### src/rtl/axi_lite_reg_slave.sv
// AXI4-Lite register bank: NUM_REGS x 32-bit registers with byte strobes,
// SLVERR on out-of-range addresses, and independent read and write FSMs.
module axi_lite_reg_slave #(
  parameter int NUM_REGS = 8,
  parameter int ADDR_W   = 32,
  parameter int DATA_W   = 32
) (
  input  logic                       clk,
  input  logic                       rst,
  input  logic [ADDR_W-1:0]          s_awaddr,
  input  logic                       s_awvalid,
  output logic                       s_awready,
  input  logic [DATA_W-1:0]          s_wdata,
  input  logic [DATA_W/8-1:0]        s_wstrb,
  input  logic                       s_wvalid,
  output logic                       s_wready,
  output logic [1:0]                 s_bresp,
  output logic                       s_bvalid,
  input  logic                       s_bready,
  input  logic [ADDR_W-1:0]          s_araddr,
  input  logic                       s_arvalid,
  output logic                       s_arready,
  output logic [DATA_W-1:0]          s_rdata,
  output logic [1:0]                 s_rresp,
  output logic                       s_rvalid,
  input  logic                       s_rready,
  output logic [NUM_REGS*DATA_W-1:0] regs_o,
  output logic [NUM_REGS-1:0]        wr_pulse_o
);

  localparam int IDX_W  = $clog2(NUM_REGS);
  localparam int STRB_W = DATA_W / 8;
  localparam logic [1:0] RESP_OKAY   = 2'b00;
  localparam logic [1:0] RESP_SLVERR = 2'b10;

  typedef enum logic [2:0] {W_IDLE, W_WAIT_AW, W_WAIT_W, W_COMMIT, W_RESP} w_state_t;
  typedef enum logic {R_IDLE, R_RESP} r_state_t;

  w_state_t w_state, w_next;
  r_state_t r_state, r_next;

  logic [DATA_W-1:0] regs [NUM_REGS];
  logic [ADDR_W-3:0] waddr_q;
  logic [DATA_W-1:0] wdata_q;
  logic [STRB_W-1:0] wstrb_q;

  logic             aw_hs, w_hs, ar_hs;
  logic [IDX_W-1:0] w_idx, r_idx;
  logic             w_in_range, r_in_range;
  logic             unused_addr_bits;

  assign aw_hs = s_awvalid & s_awready;
  assign w_hs  = s_wvalid & s_wready;
  assign ar_hs = s_arvalid & s_arready;

  // Byte offset bits play no part in decode.
  assign unused_addr_bits = ^{s_awaddr[1:0], s_araddr[1:0]};

  assign w_idx      = waddr_q[IDX_W-1:0];
  assign w_in_range = (waddr_q[ADDR_W-3:IDX_W] == '0);
  assign r_idx      = s_araddr[2 +: IDX_W];
  assign r_in_range = (s_araddr[ADDR_W-1:IDX_W+2] == '0);

  // NOTE: sequential state uses non-blocking assignments so every flop samples pre-edge values.
  always_ff @(posedge clk or posedge rst) begin
    if (rst) begin
      w_state <= W_IDLE;
      r_state <= R_IDLE;
    end else begin
      w_state <= w_next;
      r_state <= r_next;
    end
  end

  // NOTE: next-state is defaulted first so no path through the case can infer a latch.
  always_comb begin
    w_next = w_state;
    unique case (w_state)
      W_IDLE: begin
        if (aw_hs && w_hs) w_next = W_COMMIT;
        else if (aw_hs)    w_next = W_WAIT_W;
        else if (w_hs)     w_next = W_WAIT_AW;
      end
      W_WAIT_AW: if (aw_hs)    w_next = W_COMMIT;
      W_WAIT_W:  if (w_hs)     w_next = W_COMMIT;
      W_COMMIT:                w_next = W_RESP;
      W_RESP:    if (s_bready) w_next = W_IDLE;
      default:                 w_next = W_IDLE;
    endcase
  end

  always_comb begin
    r_next = r_state;
    unique case (r_state)
      R_IDLE:  if (ar_hs)    r_next = R_RESP;
      R_RESP:  if (s_rready) r_next = R_IDLE;
      default:               r_next = R_IDLE;
    endcase
  end

  // Handshake flops are driven from the next state, so they are glitch-free
  // registered outputs and first rise on the edge after reset release.
  always_ff @(posedge clk or posedge rst) begin
    if (rst) begin
      s_awready <= 1'b0;
      s_wready  <= 1'b0;
      s_bvalid  <= 1'b0;
      s_bresp   <= RESP_OKAY;
      s_arready <= 1'b0;
      s_rvalid  <= 1'b0;
      s_rdata   <= '0;
      s_rresp   <= RESP_OKAY;
    end else begin
      s_awready <= (w_next == W_IDLE) || (w_next == W_WAIT_AW);
      s_wready  <= (w_next == W_IDLE) || (w_next == W_WAIT_W);
      s_bvalid  <= (w_next == W_RESP);
      if (w_state == W_COMMIT) s_bresp <= w_in_range ? RESP_OKAY : RESP_SLVERR;
      s_arready <= (r_next == R_IDLE);
      s_rvalid  <= (r_next == R_RESP);
      if (ar_hs) begin
        s_rdata <= r_in_range ? regs[r_idx] : '0;
        s_rresp <= r_in_range ? RESP_OKAY : RESP_SLVERR;
      end
    end
  end

  always_ff @(posedge clk or posedge rst) begin
    if (rst) begin
      waddr_q <= '0;
      wdata_q <= '0;
      wstrb_q <= '0;
    end else begin
      if (aw_hs) waddr_q <= s_awaddr[ADDR_W-1:2];
      if (w_hs) begin
        wdata_q <= s_wdata;
        wstrb_q <= s_wstrb;
      end
    end
  end

  // NOTE: the register bank is reset because its contents are architecturally visible on regs_o.
  always_ff @(posedge clk or posedge rst) begin
    if (rst) begin
      for (int k = 0; k < NUM_REGS; k++) regs[k] <= '0;
      wr_pulse_o <= '0;
    end else begin
      wr_pulse_o <= '0;
      if (w_state == W_COMMIT && w_in_range) begin
        for (int b = 0; b < STRB_W; b++) begin
          if (wstrb_q[b]) regs[w_idx][8*b +: 8] <= wdata_q[8*b +: 8];
        end
        if (|wstrb_q) wr_pulse_o[w_idx] <= 1'b1;
      end
    end
  end

  for (genvar k = 0; k < NUM_REGS; k++) begin : g_export
    assign regs_o[DATA_W*k +: DATA_W] = regs[k];
  end

endmodule

### config.mk
export PLATFORM = sky130hd
export DESIGN_NAME = axi_lite_reg_slave
export DESIGN_NICKNAME = d
export VERILOG_FILES = /design/src/rtl/axi_lite_reg_slave.sv
export SDC_FILE = /design/constraint.sdc
export NUM_CORES = 1
export LEC_CHECK = 0
export CORE_ASPECT_RATIO = 1.25
export CORE_UTILIZATION = 55
export CTS_CLUSTER_DIAMETER = 100
export CTS_CLUSTER_SIZE = 8
export DETAILED_ROUTE_END_ITERATION = 16
export DONT_BUFFER_PORTS = 1
export PLACE_DENSITY = 0.71
export SLEW_MARGIN = 20
export SYNTH_ARGS = -nofsm -noshare
export SYNTH_HDL_FRONTEND = slang
export SYNTH_SLANG_ARGS = --single-unit
export TNS_END_PERCENT = 100
### constraint.sdc
create_clock -name clk -period 15.2 [get_ports clk]
set_clock_uncertainty 0.2 [all_clocks]
set_input_delay 1.52 -clock clk [delete_from_list [all_inputs] [get_ports clk]]
set_output_delay 1.52 -clock clk [all_outputs]
set_load 0.01 [all_outputs]
After elaboration in Yosys (flattened, before gate mapping). Index checks and enable logic that the tools add are counted.

Bits in registers: 374. Logic and storage cells: 90. Output and inout port bits: 305. Input bits: 107.

Equal/unequal tests: 7. Reduce and logical (&&, ||, !) cells: 11. Bitwise logic cells: 7. Multiplexer cells: 39. Order comparisons: 5.

Operators by type and width (count): two-way mux 256 bit (7); bitwise mux 256 bit (4); demux 32 bit (select 3 bit) (4); two-way mux 32 bit (4); binary-select mux 32 bit (select 3 bit) (1); zero test 27 bit (2); two-way mux 24 bit (1); two-way mux 8 bit (3); two-way mux 3 bit (6); two-way mux 16 bit (1); case mux 3 bit (5 select lines) (1); equality test 3 x 2 -> 1 bit, second input constant (3); >= comparator 4 bit, second input constant (2); NOT 3 -> 4 bit (2); equality test 3 x 1 -> 1 bit, second input constant (2); equality test 3 bit, second input constant (2); zero test 3 bit (2); logical AND 1 bit (4); < comparator 3 x 4 -> 1 bit, second input constant (1); < comparator 4 x 1 -> 1 bit, second input constant (1); two-way mux 2 bit (2); OR reduction 4 bit (1); AND 1 bit (3); demux 1 bit (select 3 bit) (1); 5 further kinds (9).

Logic depth before layout (Yosys ltp).
Depth after elaboration: 16. Mapped depth: 6. Mapped depth without buffers: 4.

Worst setup path before layout. No wires, ideal clock.

Path kind: in2reg. From: input port s_araddr[2]. To: register s_rdata[0]. Cell stages on the path: 5. Path buffers: 2. Required time: 14.867 ns. Setup slack: 11.944 ns. Arrival time: 2.923 ns. Library setup time: 0.133 ns. Cell sequence: clkbuf_1 buf_2 mux4_2 mux2i_1 o21ai_0.

Longest elaborated chain between the ends: 5.

Ends and longest elaborated chain: from (decl) (line 20) `input logic [ADDR_W-1:0] s_araddr,`; NOT 3 -> 4 bit (not written as such) (line 121) `s_rdata <= r_in_range ? regs[r_idx] : '0;`; binary-select mux 32 bit (select 3 bit) (line 121); two-way mux 32 bit (not written as such) (2 in a row) (line 121); two-way mux 32 bit (line 121); to (signal assigned) (line 121); to (decl) (line 23) `output logic [DATA_W-1:0] s_rdata,`.

No other way between the ends. The select of a mux whose other input is x is not followed. A chain may end at the register's enable or synchronous reset.

Final worst setup path.
From: input port s_arvalid. To: register s_rresp[1].

Longest elaborated chain between the ends: 1.

Ends and longest elaborated chain: from (decl) (line 21) `input logic s_arvalid,`; AND 1 bit (line 54) `assign ar_hs = s_arvalid & s_arready;`; to (signal assigned) (line 122) `s_rresp <= r_in_range ? RESP_OKAY : RESP_SLVERR;`; to (decl) (line 24) `output logic [1:0] s_rresp,`.

No other way between the ends.

==> impl_results.md <==
* Hold WS at approximately 0.29 ns
* Postcts setup bufs at 0
* Residual DRC at 0
* Fmax at about 290 MHz
* R2r endpoint: regs_o[143]
* CTS sink cnt at around 370
* Cell Area, Synth at 16,200 um2
* Routed length per instance at slightly below 30 um
* Sw Pwr at roughly 0.67 mW
* Grt ovf at 0
* CTS Buffer Depth at 3
* Clk Latency, worst-skew pair at 0.55 ns
* Setup crit start kind: input pin
* CTS resizes at 0
* M1 GR Usage at 0.334
* Total GRT Usage at 0.279
* CP required at approximately 15 ns
* Leak Pwr at between 8 and 9 nW
* Met2 GRT Util at 0.455
* Unique cell type count in the Yosys netlist at 30
* MaxCap Viol Count at 0
* Switching Share at 0.269
* Final hold violations at 0
* Starting DRT DRC Count at between 300 and 400
* GR peak layer: met2
* Die width at 155 um
* Nets at between 1k and 1.5k
* Setup violators final at 0
* Row cnt at 69
* Slack of the worst reg-to-reg path at approximately 12 ns
* Vias per std cell at between 6 and 7
* Clock network power share at 0.404
* Placer's final routability congestion estimate at 0.829
* DRT Pass-1 Iters at 4
* Unrepaired setup endpoints after global routing: no
* Share of cells above drive strength 1 at 0.491
* Vias in the first global route at ~9.5k
* Slew headroom at 0.304
* Die ar. at 30,100 um2
* Vias at 8,962
* Io pins at roughly 410
* Grt met3 use at 0.0957
* Layout fillers at between 2k and 2.5k
* Worst R2R Start: waddr_q[6]
* Tcrit/Tclk final at 0.229
* CTS tree: done
* H-tree depth at 2
* Peak VDD IR at approximately 0.14 mV
* Num CTS Buffers at 52
* Worst setup path endpoint: s_rresp[1]
* Antenna viol nets, final at 0
* Status: complete, no violations
* CP arrival at between 3 and 4 ns
* Synth-to-Final Area Change at 11.0%
* Seq/Total Area, Yosys at 0.575
* Final HPWL DP at roughly 27,000 um
* Flop pwr share at 0.494
* Min Tclk post-route at 3.48 ns
* Worst-margin pin slew at between 1 and 1.5 ns
* Hold_buf cts at 0
* Crit path max fanout at 35
* IO Port Bufs at 0
* Largest net degree at the start of global routing at approximately 180
* Initial Utilization at 0.565
* First-pass GRT wire length at about 62,000 um
* P_int at around 1.8 mW
* Cells after Synth at ~990
* Pwr/cell area at 139 nW/um2
* Max-slew violations at 0
* Core Region at 28,700 um2
* Multi-input gate area in the final layout at about 6700 um2
* Flops & latches, synth at between 300 and 400
* WS Path Type: input pin to flop
* Post-route cell area at 18,000 um2
* Register area at ~9300 um2
* Final TNS setup at 0 ns
* Final WS setup at 11.72 ns
* Final wirelength at slightly above 40,000 um
* Pre-CTS setup slack at between 10 and 15 ns
* Synth Warn # at 0
* Die Ht at around 190 um
* Worst-path clk slew at about 0.050 ns
* Critical Path End Type: flop
* Antenna violations before repair at 9
* R2R cell count at 5
* Hold crit path type: flop to flop
* Combinational share of power at 0.103
* DP Area at around 17,000 um2
* Worst Setup SP: s_arvalid
* Mean Syn Cell Area at roughly 16 um2
* Root Driver: clkbuf_16
[power by group through the flow]
stage,clock [mW],sequential (mW),combinational [mW]
6_report,1.01,1.23,0.257
5_1_grt,1.07,1.25,0.279
4_1_cts,1.03,1.23,0.263
3_5_place_dp,0,1.24,0.262
3_3_place_gp,0,1.24,0.255
2_1_floorplan,0,1.19,0.236
[synth_stat cells]
cell type / count / area (um2)
nor4_2: 3 / 37.5
or4_1: 2 / 15.0
nor4b_1: 1 / 8.76
inv_2: 4 / 15.0
nor2_1: 13 / 48.8
clkbuf_1: 23 / 86.3
mux4_2: 64 / 1440
nor4_1: 12 / 75.1
or2_2: 2 / 12.5
buf_1: 7 / 26.3
conb_1: 1 / 3.75
nand3_1: 1 / 5.00
or3b_2: 2 / 17.5
o21ai_0: 32 / 160
nand3b_1: 3 / 22.5
nand4_1: 2 / 12.5
a21boi_0: 1 / 7.51
and3b_1: 1 / 8.76
mux2_2: 324 / 3650
nor3_1: 2 / 10.0
buf_2: 10 / 50.1
nand4_2: 1 / 12.5
buf_4: 5 / 37.5
o22a_1: 1 / 8.76
nor4_4: 29 / 617
or3_1: 2 / 12.5
dfrtp_1: 372 / 9310
nand2_1: 37 / 139
mux2i_1: 33 / 330
inv_1: 3 / 11.3
[logic make-up after synthesis]
group           share of synthesized area
simple gates                       0.0651
compound gates                     0.0109
other cells                      0.000232
buf+inv                            0.0140
flops                               0.575
mux                                 0.335
[area by class of cell]
cell class | instances | area share
flip-flops and latches | 372 | 0.518
clock inverters | 3 | 0.00265
clock buffers | 53 | 0.0738
diodes | 8 | 0.00111
multi-input cells | 570 | 0.371
repair buffers | 8 | 0.00404
inverters | 7 | 0.00188
well taps | 390 | 0.0272
[layer usage]
layer	vias up	share of wire
met4	2	0.037
met1	4720	0.37
met2	393	0.50
met3	88	0.093
met5	-	0.00029
li1	3759	-
[metrics by stage]
step | util | instances | total power [mW]
after floorplan | - | 994 | 1.42
after global placement | 0.578 | 1347 | 1.50
after detailed placement | 0.578 | 1347 | 1.51
after CTS | 0.626 | 1403 | 2.52
after global routing | 0.627 | 1410 | 2.60
final | 0.627 | 1411 | 2.50
[flip-flops by register name (all words and copies together), names as in the netlist, 3 cells and up]
signal / flops
regs_o: 256
s_rdata: 32
w_state: 3
waddr_q: 30
wdata_q: 32
wr_pulse_o: 8
wstrb_q: 4
[cell usage in the layout (no fill, tap or decap), types with 2 or more instances in the layout]
master	synthesis	layout
buf_4	5	7
clkbuf_16	0	53
conb_1	1	2
dfrtp_1	372	372
diode_2	0	8
inv_1	3	2
inv_2	4	4
inv_6	0	2
mux2_2	324	324
mux2i_1	33	33
mux4_2	64	64
nand2_1	37	35
nand2_2	0	2
nand3b_1	3	3
nand4_1	2	2
nor2_1	13	13
nor3_1	2	2
nor4_1	12	12
nor4_2	3	3
nor4_4	29	29
o21ai_0	32	32
or2_2	2	2
or3_1	2	2
or3b_2	2	2
[critical path, stage by stage]
cell      delay (ns)
nand2_2         0.54
or4_2           1.32
a21boi_0        0.27
[worst min path at each step]
stage | startpoint | endpoint | cells past startpoint
final | w_state[2] | w_state[1] | 1
after global routing | waddr_q[26] | waddr_q[26] | 1
after CTS | w_state[2] | w_state[1] | 1
after detailed placement | w_state[2] | w_state[1] | 1
after global placement | w_state[2] | w_state[0] | 1
after floorplan | w_state[2] | w_state[0] | 1
Note: power is estimated with default switching activity, not from simulation.
